===== src/rtl/period_meter_pkg.sv =====
// period_meter_pkg: shared types and helpers for the period meter.
//   pm_state_t   - measurement FSM state encoding
//   CNT_W_DEF    - default counter/output width
//   DIV_W        - width of the log2 divider estimate
//   lead_one_m1  - floor(log2(v)) - 1, or 0 when v < 2
package period_meter_pkg;

  typedef enum logic [1:0] {IDLE, ARM, MEASURE} pm_state_t;

  localparam int CNT_W_DEF = 31;
  localparam int DIV_W     = 5;
  localparam int LO_W      = 32;

  // Priority encoder on the leading one; callers zero-extend to LO_W bits.
  function automatic logic [DIV_W-1:0] lead_one_m1(input logic [LO_W-1:0] v);
    int unsigned pos;
    pos = 0;
    for (int unsigned i = 0; i < LO_W; i++) begin
      if (v[i[4:0]]) pos = i;
    end
    if (pos == 0) return '0;
    return DIV_W'(pos - 1);
  endfunction

endpackage


===== src/rtl/period_meter_sync_edge.sv =====
// sync_edge: multi-stage synchronizer for an asynchronous input followed by
// one extra flop for edge detection. Reusable for button inputs.
//   clk, rst_n - clock, asynchronous active-low reset
//   d          - asynchronous input
//   level      - synchronized level
//   rise/fall  - single-cycle pulses on synchronized rising/falling edges
module sync_edge #(
  parameter int SYNC_STAGES = 2
) (
  input  logic clk,
  input  logic rst_n,
  input  logic d,
  output logic level,
  output logic rise,
  output logic fall
);

  logic [SYNC_STAGES-1:0] sync_q, sync_d;
  logic                   dly_q, dly_d;

  always_comb begin
    sync_d = {sync_q[SYNC_STAGES-2:0], d};
    dly_d  = sync_q[SYNC_STAGES-1];
  end

  always_ff @(posedge clk or negedge rst_n) begin
    if (!rst_n) begin
      sync_q <= '0;
      dly_q  <= 1'b0;
    end else begin
      sync_q <= sync_d;
      dly_q  <= dly_d;
    end
  end

  assign level = sync_q[SYNC_STAGES-1];
  assign rise  = level & ~dly_q;
  assign fall  = ~level & dly_q;

endmodule


===== src/rtl/period_meter.sv =====
// period_meter: measures period and high time of a slow external square wave
// in clk cycles and derives a log2 divider estimate.
//   clk, rst_n  - system clock, asynchronous active-low reset
//   en          - measurement enable
//   in_sig      - asynchronous signal under test
//   period      - last measured period (clk cycles)
//   high_time   - last measured high time (0 unless PERIOD_METER_HIGH_EN)
//   div_est     - floor(log2(period)) - 1, or 0 if period < 2
//   meas_valid  - one-cycle pulse when the results update
//   locked      - a valid measurement since arming, no timeout since
//   timeout     - sticky: no rising edge within 2^TIMEOUT_LOG2-1 cycles
// Build option: define PERIOD_METER_HIGH_EN to include high-time measurement.
module period_meter
  import period_meter_pkg::*;
#(
  parameter int CNT_W        = CNT_W_DEF,
  parameter int SYNC_STAGES  = 2,
  parameter int TIMEOUT_LOG2 = 27
) (
  input  logic             clk,
  input  logic             rst_n,
  input  logic             en,
  input  logic             in_sig,
  output logic [CNT_W-1:0] period,
  output logic [CNT_W-1:0] high_time,
  output logic [DIV_W-1:0] div_est,
  output logic             meas_valid,
  output logic             locked,
  output logic             timeout
);

  localparam logic [CNT_W-1:0] TO_LIMIT = CNT_W'((64'd1 << TIMEOUT_LOG2) - 64'd1);

  logic sig_level, sig_rise, sig_fall;
  logic unused_ok;

  sync_edge #(.SYNC_STAGES(SYNC_STAGES)) u_sync (
    .clk   (clk),
    .rst_n (rst_n),
    .d     (in_sig),
    .level (sig_level),
    .rise  (sig_rise),
    .fall  (sig_fall)
  );

  pm_state_t        state_q, state_d;
  logic [CNT_W-1:0] cnt_p_q, cnt_p_d;
  logic [CNT_W-1:0] period_q, period_d;
  logic [DIV_W-1:0] div_q, div_d;
  logic             mv_q, mv_d;
  logic             locked_q, locked_d;
  logic             timeout_q, timeout_d;
`ifdef PERIOD_METER_HIGH_EN
  logic [CNT_W-1:0] cnt_h_q, cnt_h_d;
  logic [CNT_W-1:0] high_q, high_d;
  logic             hi_done_q, hi_done_d;
  assign unused_ok = sig_level;
`else
  assign unused_ok = sig_level ^ sig_fall;
`endif

  always_comb begin
    state_d   = state_q;
    cnt_p_d   = cnt_p_q;
    period_d  = period_q;
    div_d     = div_q;
    mv_d      = 1'b0;
    locked_d  = locked_q;
    timeout_d = timeout_q;
`ifdef PERIOD_METER_HIGH_EN
    cnt_h_d   = cnt_h_q;
    high_d    = high_q;
    hi_done_d = hi_done_q;
`endif
    case (state_q)
      IDLE: begin
        locked_d  = 1'b0;
        timeout_d = 1'b0;
        if (en) state_d = ARM;
      end
      ARM: begin
        if (!en) begin
          state_d   = IDLE;
          locked_d  = 1'b0;
          timeout_d = 1'b0;
        end else if (sig_rise) begin
          cnt_p_d   = CNT_W'(1);
`ifdef PERIOD_METER_HIGH_EN
          cnt_h_d   = CNT_W'(1);
          hi_done_d = 1'b0;
`endif
          state_d   = MEASURE;
        end
      end
      MEASURE: begin
        // en-fall has priority over a coincident rise: the result is dropped.
        if (!en) begin
          state_d   = IDLE;
          locked_d  = 1'b0;
          timeout_d = 1'b0;
        end else if (sig_rise) begin
          period_d  = cnt_p_q;
          div_d     = lead_one_m1(LO_W'(cnt_p_q));
          mv_d      = 1'b1;
          locked_d  = 1'b1;
          timeout_d = 1'b0;
          cnt_p_d   = CNT_W'(1);
`ifdef PERIOD_METER_HIGH_EN
          high_d    = cnt_h_q;
          cnt_h_d   = CNT_W'(1);
          hi_done_d = 1'b0;
`endif
        end else if (cnt_p_q == TO_LIMIT) begin
          timeout_d = 1'b1;
          locked_d  = 1'b0;
          state_d   = ARM;
        end else begin
          cnt_p_d = cnt_p_q + CNT_W'(1);
`ifdef PERIOD_METER_HIGH_EN
          if (sig_fall) hi_done_d = 1'b1;
          else if (!hi_done_q) cnt_h_d = cnt_h_q + CNT_W'(1);
`endif
        end
      end
      default: state_d = IDLE;
    endcase
  end

  always_ff @(posedge clk or negedge rst_n) begin
    if (!rst_n) begin
      state_q   <= IDLE;
      cnt_p_q   <= '0;
      period_q  <= '0;
      div_q     <= '0;
      mv_q      <= 1'b0;
      locked_q  <= 1'b0;
      timeout_q <= 1'b0;
`ifdef PERIOD_METER_HIGH_EN
      cnt_h_q   <= '0;
      high_q    <= '0;
      hi_done_q <= 1'b0;
`endif
    end else begin
      state_q   <= state_d;
      cnt_p_q   <= cnt_p_d;
      period_q  <= period_d;
      div_q     <= div_d;
      mv_q      <= mv_d;
      locked_q  <= locked_d;
      timeout_q <= timeout_d;
`ifdef PERIOD_METER_HIGH_EN
      cnt_h_q   <= cnt_h_d;
      high_q    <= high_d;
      hi_done_q <= hi_done_d;
`endif
    end
  end

  assign period     = period_q;
  assign div_est    = div_q;
  assign meas_valid = mv_q;
  assign locked     = locked_q;
  assign timeout    = timeout_q;
`ifdef PERIOD_METER_HIGH_EN
  assign high_time  = high_q;
`else
  assign high_time  = '0;
`endif

endmodule


===== config.mk =====
export PLATFORM = sky130hd
export DESIGN_NAME = period_meter
export DESIGN_NICKNAME = d
export VERILOG_FILES = /design/src/rtl/period_meter_pkg.sv /design/src/rtl/period_meter_sync_edge.sv /design/src/rtl/period_meter.sv
export SDC_FILE = /design/constraint.sdc
export NUM_CORES = 1
export LEC_CHECK = 0
export ABC_CLOCK_PERIOD_IN_PS = 3110
export BUFFER_PORTS_ARGS = -buffer_cell sky130_fd_sc_hd__buf_4
export CORE_MARGIN = 3
export CORE_UTILIZATION = 56
export CTS_CLUSTER_SIZE = 12
export DETAILED_ROUTE_END_ITERATION = 6
export HOLD_SLACK_MARGIN = 0.08
export PLACE_DENSITY = 0.8
export SYNTH_ARGS = -nofsm -noshare
export SYNTH_HDL_FRONTEND = slang
export SYNTH_HIERARCHICAL = 1
export SYNTH_SLANG_ARGS = --single-unit

===== constraint.sdc =====
create_clock -name clk -period 3.11 [get_ports clk]
set_input_delay 0.622 -clock clk [delete_from_list [all_inputs] [get_ports clk]]
set_output_delay 0.622 -clock clk [all_outputs]
set_load 0.02 [all_outputs]

==> impl_metrics.json, run 1 <==
{
  "grt_max_degree": 76,
  "numCtsBuffers": 9,
  "ant_nets": 0,
  "tns_ns": 0,
  "drive_above_1_share": 0.153,
  "overflow": 0,
  "regArea_sq_um": 1880,
  "start_util": 0.581,
  "gp_congestion": 0.937,
  "drt_pre_antenna_iters": 4,
  "p_total_uw": 2110,
  "wl_per_cell_um": 15.3,
  "crit_path_max_fanout": 11,
  "grt_pass1_vias": 3150,
  "grt.total_usage": 0.229,
  "total_leakage_power_uw": 0.00224,
  "clock-sinks": 75,
  "cts_tree": "done",
  "die_h_um": 93.0,
  "nets": 510,
  "drt_iter0_markers": 265,
  "post-route-period-util": 0.824,
  "clkLatencyLatePin_ns": 0.35,
  "diodes": 0,
  "cts_max_level": 3,
  "post-route-min-period_ns": 2.56,
  "fillCellCount": 614,
  "max_stage_delay_ns": 0.51,
  "grt_antenna_before_repair": 0,
  "multiInputGateArea_sq_um": 2000,
  "finClkSkew_ns": 0.0125,
  "drv_cap": 0,
  "fin_ws_ns": 0.548,
  "path_cells": "nor4_1 > o211a_1 > a21oi_1 > a31oi_1 > ha_1 > nand2_1 > a2111oi_2 > nand3b_1 > and4_1 > nor2_1",
  "ios": 74,
  "slew_viol_final": 0,
  "fp.dieW_um": 93.0,
  "hold_path_class": "reg -> reg",
  "clockBufferDepth": 2,
  "post-place-ws_ns": 0.579,
  "core-area_sq_um": 7290,
  "die_area_sq_um": 8650,
  "cp.required_ns": 3.36,
  "grt_pass1_wl_um": 15800,
  "worstMarginPinSlew_ns": 0.923,
  "syn_avg_cell_area_sq_um": 8.74,
  "maxSlewHeadroom": 0.385,
  "clk_pin_slew_ns": 0.08,
  "routed_wirelength_um": 9300,
  "route.detailed.drc": 0,
  "area_delta_synth_final_pct": 9.42,
  "cts_root_buf": "clkbuf_8",
  "r2r_setup_slack_ns": 0.55,
  "cts_setup_buffers": 0,
  "fmax_ghz": 0.390,
  "netlist_instances": 485,
  "cpMaxStageDelayCell": "dfrtp_1",
  "ys_warn_count": 6,
  "arrival_ns": 2.81,
  "viasPerCell": 5.61,
  "vias": 3412,
  "ir_drop_mv": 0.280,
  "port_buffers": 42,
  "post_cts_resized": 0,
  "dp_hpwl_um": 6610,
  "setup_viol": 0,
  "status": "complete, no violations",
  "rows": 31,
  "crit_type": "reg -> reg",
  "final_util": 0.636,
  "worst_setup_path_start_kind": "flip-flop",
  "rsz0062_at_grt": "false",
  "syn-cell-area_sq_um": 4240,
  "power_density_nw_per_um2": 455,
  "hold_viol": 0,
  "ctsHoldBuffers": 0,
  "crit_path_end_kind": "flip-flop"
}
## layout by cell type (no fill, tap or decap), types with 6 or more instances in the layout
cell type / instances
a21oi_1: 17
nor4_1: 7
dfrtp_1: 75
conb_1: 31
clkbuf_8: 9
nand3_1: 11
nor2_1: 40
nand2_1: 104
inv_1: 11
o21ai_0: 25
nor3_1: 13
and4_1: 6
nor4_2: 6
xnor2_1: 19
buf_4: 46
## flip-flops by register name (all words and copies together) (netlist names)
signal and cells:
u_sync/dly_q 1, div_est 5, locked 1, cnt_p_q 31
u_sync/sync_q 2, meas_valid 1, timeout 1, state_q 2
period 31
## metal layers
layer	track usage	wire, um	vias to the layer above
met4	0.0818	175	0
met1	0.323	4240	1641
met5	0	0	-
li1	-	-	1622
met3	0.0595	619	14
met2	0.342	4270	135
## per-stage QoR
step / std cells / hold slack [ns] / area [sq um]
finish: 608 / 0.362 / 4640
global placement: 592 / 0.346 / 4400
CTS: 608 / 0.361 / 4640
detailed placement: 592 / 0.337 / 4400
global route: 608 / 0.363 / 4640
floorplan: 515 / 0.326 / 4350
## layout make-up
class / instances / area share
clock inverter: 7 / 0.0251
inverter: 12 / 0.00972
timing repair buffer: 46 / 0.0745
sequential: 75 / 0.405
tap: 99 / 0.0267
clock buffer: 9 / 0.0267
multi-input combinational: 360 / 0.432
## worst paths after layout
check                            startpoint                to  cells after the start
setup / recovery                cnt_p_q[23]        div_est[3]                     10
hold / removal             u_sync/sync_q[0]  u_sync/sync_q[1]                      0
setup reg to reg                cnt_p_q[23]        div_est[3]                     10
hold reg to reg            u_sync/sync_q[0]  u_sync/sync_q[1]                      0
max in group asynchronous             rst_n        cnt_p_q[8]                      1
min in group asynchronous             rst_n        period[16]                      1
## critical path: cells and delay by family, from the launching register on
kind	cells	cell delay [ns]
DFF	1	0.51
AOI/OAI and AO/OA	4	0.83
adders and majority gates	1	0.22
and+or+nand+nor	5	0.90
## where the power goes
part           internal [uW]  total (uW)  switching [uW]  leakage [uW]
Sequential               998        1020            21.5       0.00103
Combinational           60.4         191             131       0.00110
Clock                    531         899             368      0.000119
Power figures use the tool's default switching activity.
==> run 2: changes to the inputs <==
Settings changed: ABC_CLOCK_PERIOD_IN_PS 3110 to 2200, CORE_UTILIZATION 56 to 51, PLACE_DENSITY 0.8 to 0.77.
Clock period 3.11 ns to 2.2 ns, I/O delays scaled along.
==> impl_metrics.json, run 2 (synthesis gave the netlist of run 1 again) <==
{
  "status": "finished, violations left",
  "start_util": 0.537,
  "slew_viol_final": 0,
  "cts_max_level": 3,
  "ant_nets": 0,
  "place_area_sq_um": 4790,
  "crit_path_end_kind": "flip-flop",
  "cts_root_buf": "clkbuf_8",
  "drive_above_1_share": 0.268,
  "r2r_cells": 10,
  "port_buffers": 42,
  "drt_pre_antenna_iters": 6,
  "drt_iter0_markers": 299,
  "grt_max_degree": 49,
  "grt_pass1_vias": 3655,
  "worstMarginPinSlew_ns": 0.625,
  "crit_family": "compound AO/OA/AOI/OAI gates",
  "p_int_uw": 2200,
  "wl_per_cell_um": 16.1,
  "max_stage_delay_ns": 0.43,
  "setup_viol": 5,
  "grt.total_usage": 0.225,
  "grt_antenna_before_repair": 0,
  "ios": 74,
  "ir_drop_mv": 0.335,
  "path_cells": "nor4_4 > o2111ai_2 > o211ai_1 > a21o_1 > ha_4 > nand2_2 > a2111oi_4 > nand3b_1 > and4_1 > nor2_1",
  "p_sw_frac": 0.259,
  "die_area_sq_um": 9440,
  "drv_cap": 0,
  "route.detailed.drc": 0,
  "rsz0062_at_grt": "true",
  "whs_ns": 0.104,
  "final_common_cell": "nand2_1",
  "arrival_ns": 2.62,
  "hold_path_class": "in -> async",
  "total_leakage_power_uw": 0.00254,
  "routed_wirelength_um": 10600,
  "dp.cells": 640,
  "vias": 3747,
  "final_cells": 659,
  "fin_area_sq_um": 5170,
  "p_comb_frac": 0.112,
  "fmax_ghz": 0.419,
  "pwr-share-clk": 0.403,
  "finClkSkew_ns": 0.00632,
  "overflow": 0,
  "hold_viol": 0,
  "rows": 32,
  "fp.dieW_um": 97.1,
  "crit_path_max_fanout": 3,
  "cpMaxStageDelayCell": "dfrtp_1",
  "clock-sinks": 75,
  "area_delta_synth_final_pct": 22.0,
  "rr_endpoint": "div_est[3]",
  "r2r-start": "cnt_p_q[21]",
  "r2r_setup_slack_ns": -0.18,
  "cts_tree": "done",
  "violations": "setup timing",
  "p_total_uw": 2970,
  "fillCellCount": 639,
  "cp.required_ns": 2.44,
  "post-route-min-period_ns": 2.38,
  "clk_pin_slew_ns": 0.08,
  "gp_congestion": 0.902,
  "fin_ws_ns": -0.184,
  "die_h_um": 97.1,
  "crit_type": "reg -> reg",
  "clkLatencyLatePin_ns": 0.35,
  "viasPerCell": 5.69,
  "numCtsBuffers": 9,
  "grt_pass1_wl_um": 17400,
  "ctsHoldBuffers": 0,
  "nets": 558,
  "diodes": 0,
  "power_density_nw_per_um2": 574,
  "core-area_sq_um": 7890,
  "p_seq_frac": 0.485,
  "worst_setup_path_start_kind": "flip-flop",
  "layout_common_cells": "103 x nand2_1, 91 x buf_4, 72 x dfrtp_1",
  "maxSlewHeadroom": 0.583,
  "p_sw_uw": 768,
  "cp_num_buf_inv": 0,
  "post-route-period-util": 1.08,
  "dp_hpwl_um": 7310,
  "clockBufferDepth": 2
}
run 2: cell types whose count changed in the layout (fill, tap and decap cells not counted), moves of 2 or more:
| cell | change |
|---|---|
| a21oi_1 | -2 |
| nor4_1 | -3 |
| nor4_4 | +2 |
| buf_12 | +3 |
| buf_4 | +45 |
| o2111ai_2 | +2 |
| o2111ai_1 | -2 |
| a21oi_2 | +2 |
| dfrtp_2 | +3 |
| dfrtp_1 | -3 |
| o21ai_2 | +2 |
run 2: worst max-delay path by stage:
stage                startpoint    endpoint  depth (start not counted)
floorplan            cnt_p_q[2]  div_est[3]                         12
global placement    cnt_p_q[21]  div_est[3]                         10
detailed placement  cnt_p_q[21]  div_est[3]                         10
CTS                 cnt_p_q[21]  div_est[3]                         10
global route         cnt_p_q[2]  div_est[3]                         11
finish              cnt_p_q[21]  div_est[3]                         10
run 2: routing by layer:
layer	vias up	GRT usage	share of wire
li1	1725	-	-
met1	1805	0.291	0.43
met2	181	0.373	0.48
met3	36	0.0337	0.064
met4	0	0.0994	0.029
met5	-	0	0
run 2: what timing repair did:
action                     4_1_cts  5_1_grt
resized for setup                3       23
pin swaps                        3        8
buffers inserted                 2        1
setup endpoints to repair        6       10
run 2: metrics by stage:
step / worst slack, ns / setup TNS [ns] / util
after floorplan: 0.00681 / 0 / -
after global placement: 0.0235 / 0 / 0.607
after detailed placement: -0.0366 / -0.0366 / 0.607
after CTS: -0.0611 / -0.213 / 0.640
after global routing: -0.225 / -0.853 / 0.655
final: -0.184 / -0.443 / 0.655
run 2: layout make-up:
| cell class | count | area, sq um | share of cell area |
|---|---|---|---|
| multi-input combinational | 360 | 2150 | 0.416 |
| sequential | 75 | 1880 | 0.364 |
| timing repair buffer | 94 | 743 | 0.144 |
| clock buffer | 10 | 138 | 0.0266 |
| tap | 102 | 128 | 0.0247 |
| clock inverter | 6 | 86.3 | 0.0167 |
| inverter | 12 | 45.0 | 0.00871 |
run 2: power by group through the flow:
stage	Sequential [uW]	Combinational [uW]	Clock, uW
3_5_place_dp	1460	304	0
5_1_grt	1440	361	1280
2_1_floorplan	1490	204	0
3_3_place_gp	1460	298	0
6_report	1440	333	1200
4_1_cts	1440	311	1220
run 2: worst reg2reg max path, delay by kind of cell, from the launching register on:
kind / cells / cell delay (ns)
compound gates: 4 / 0.94
fa+ha+maj: 1 / 0.15
flops: 1 / 0.43
simple gates: 5 / 0.75
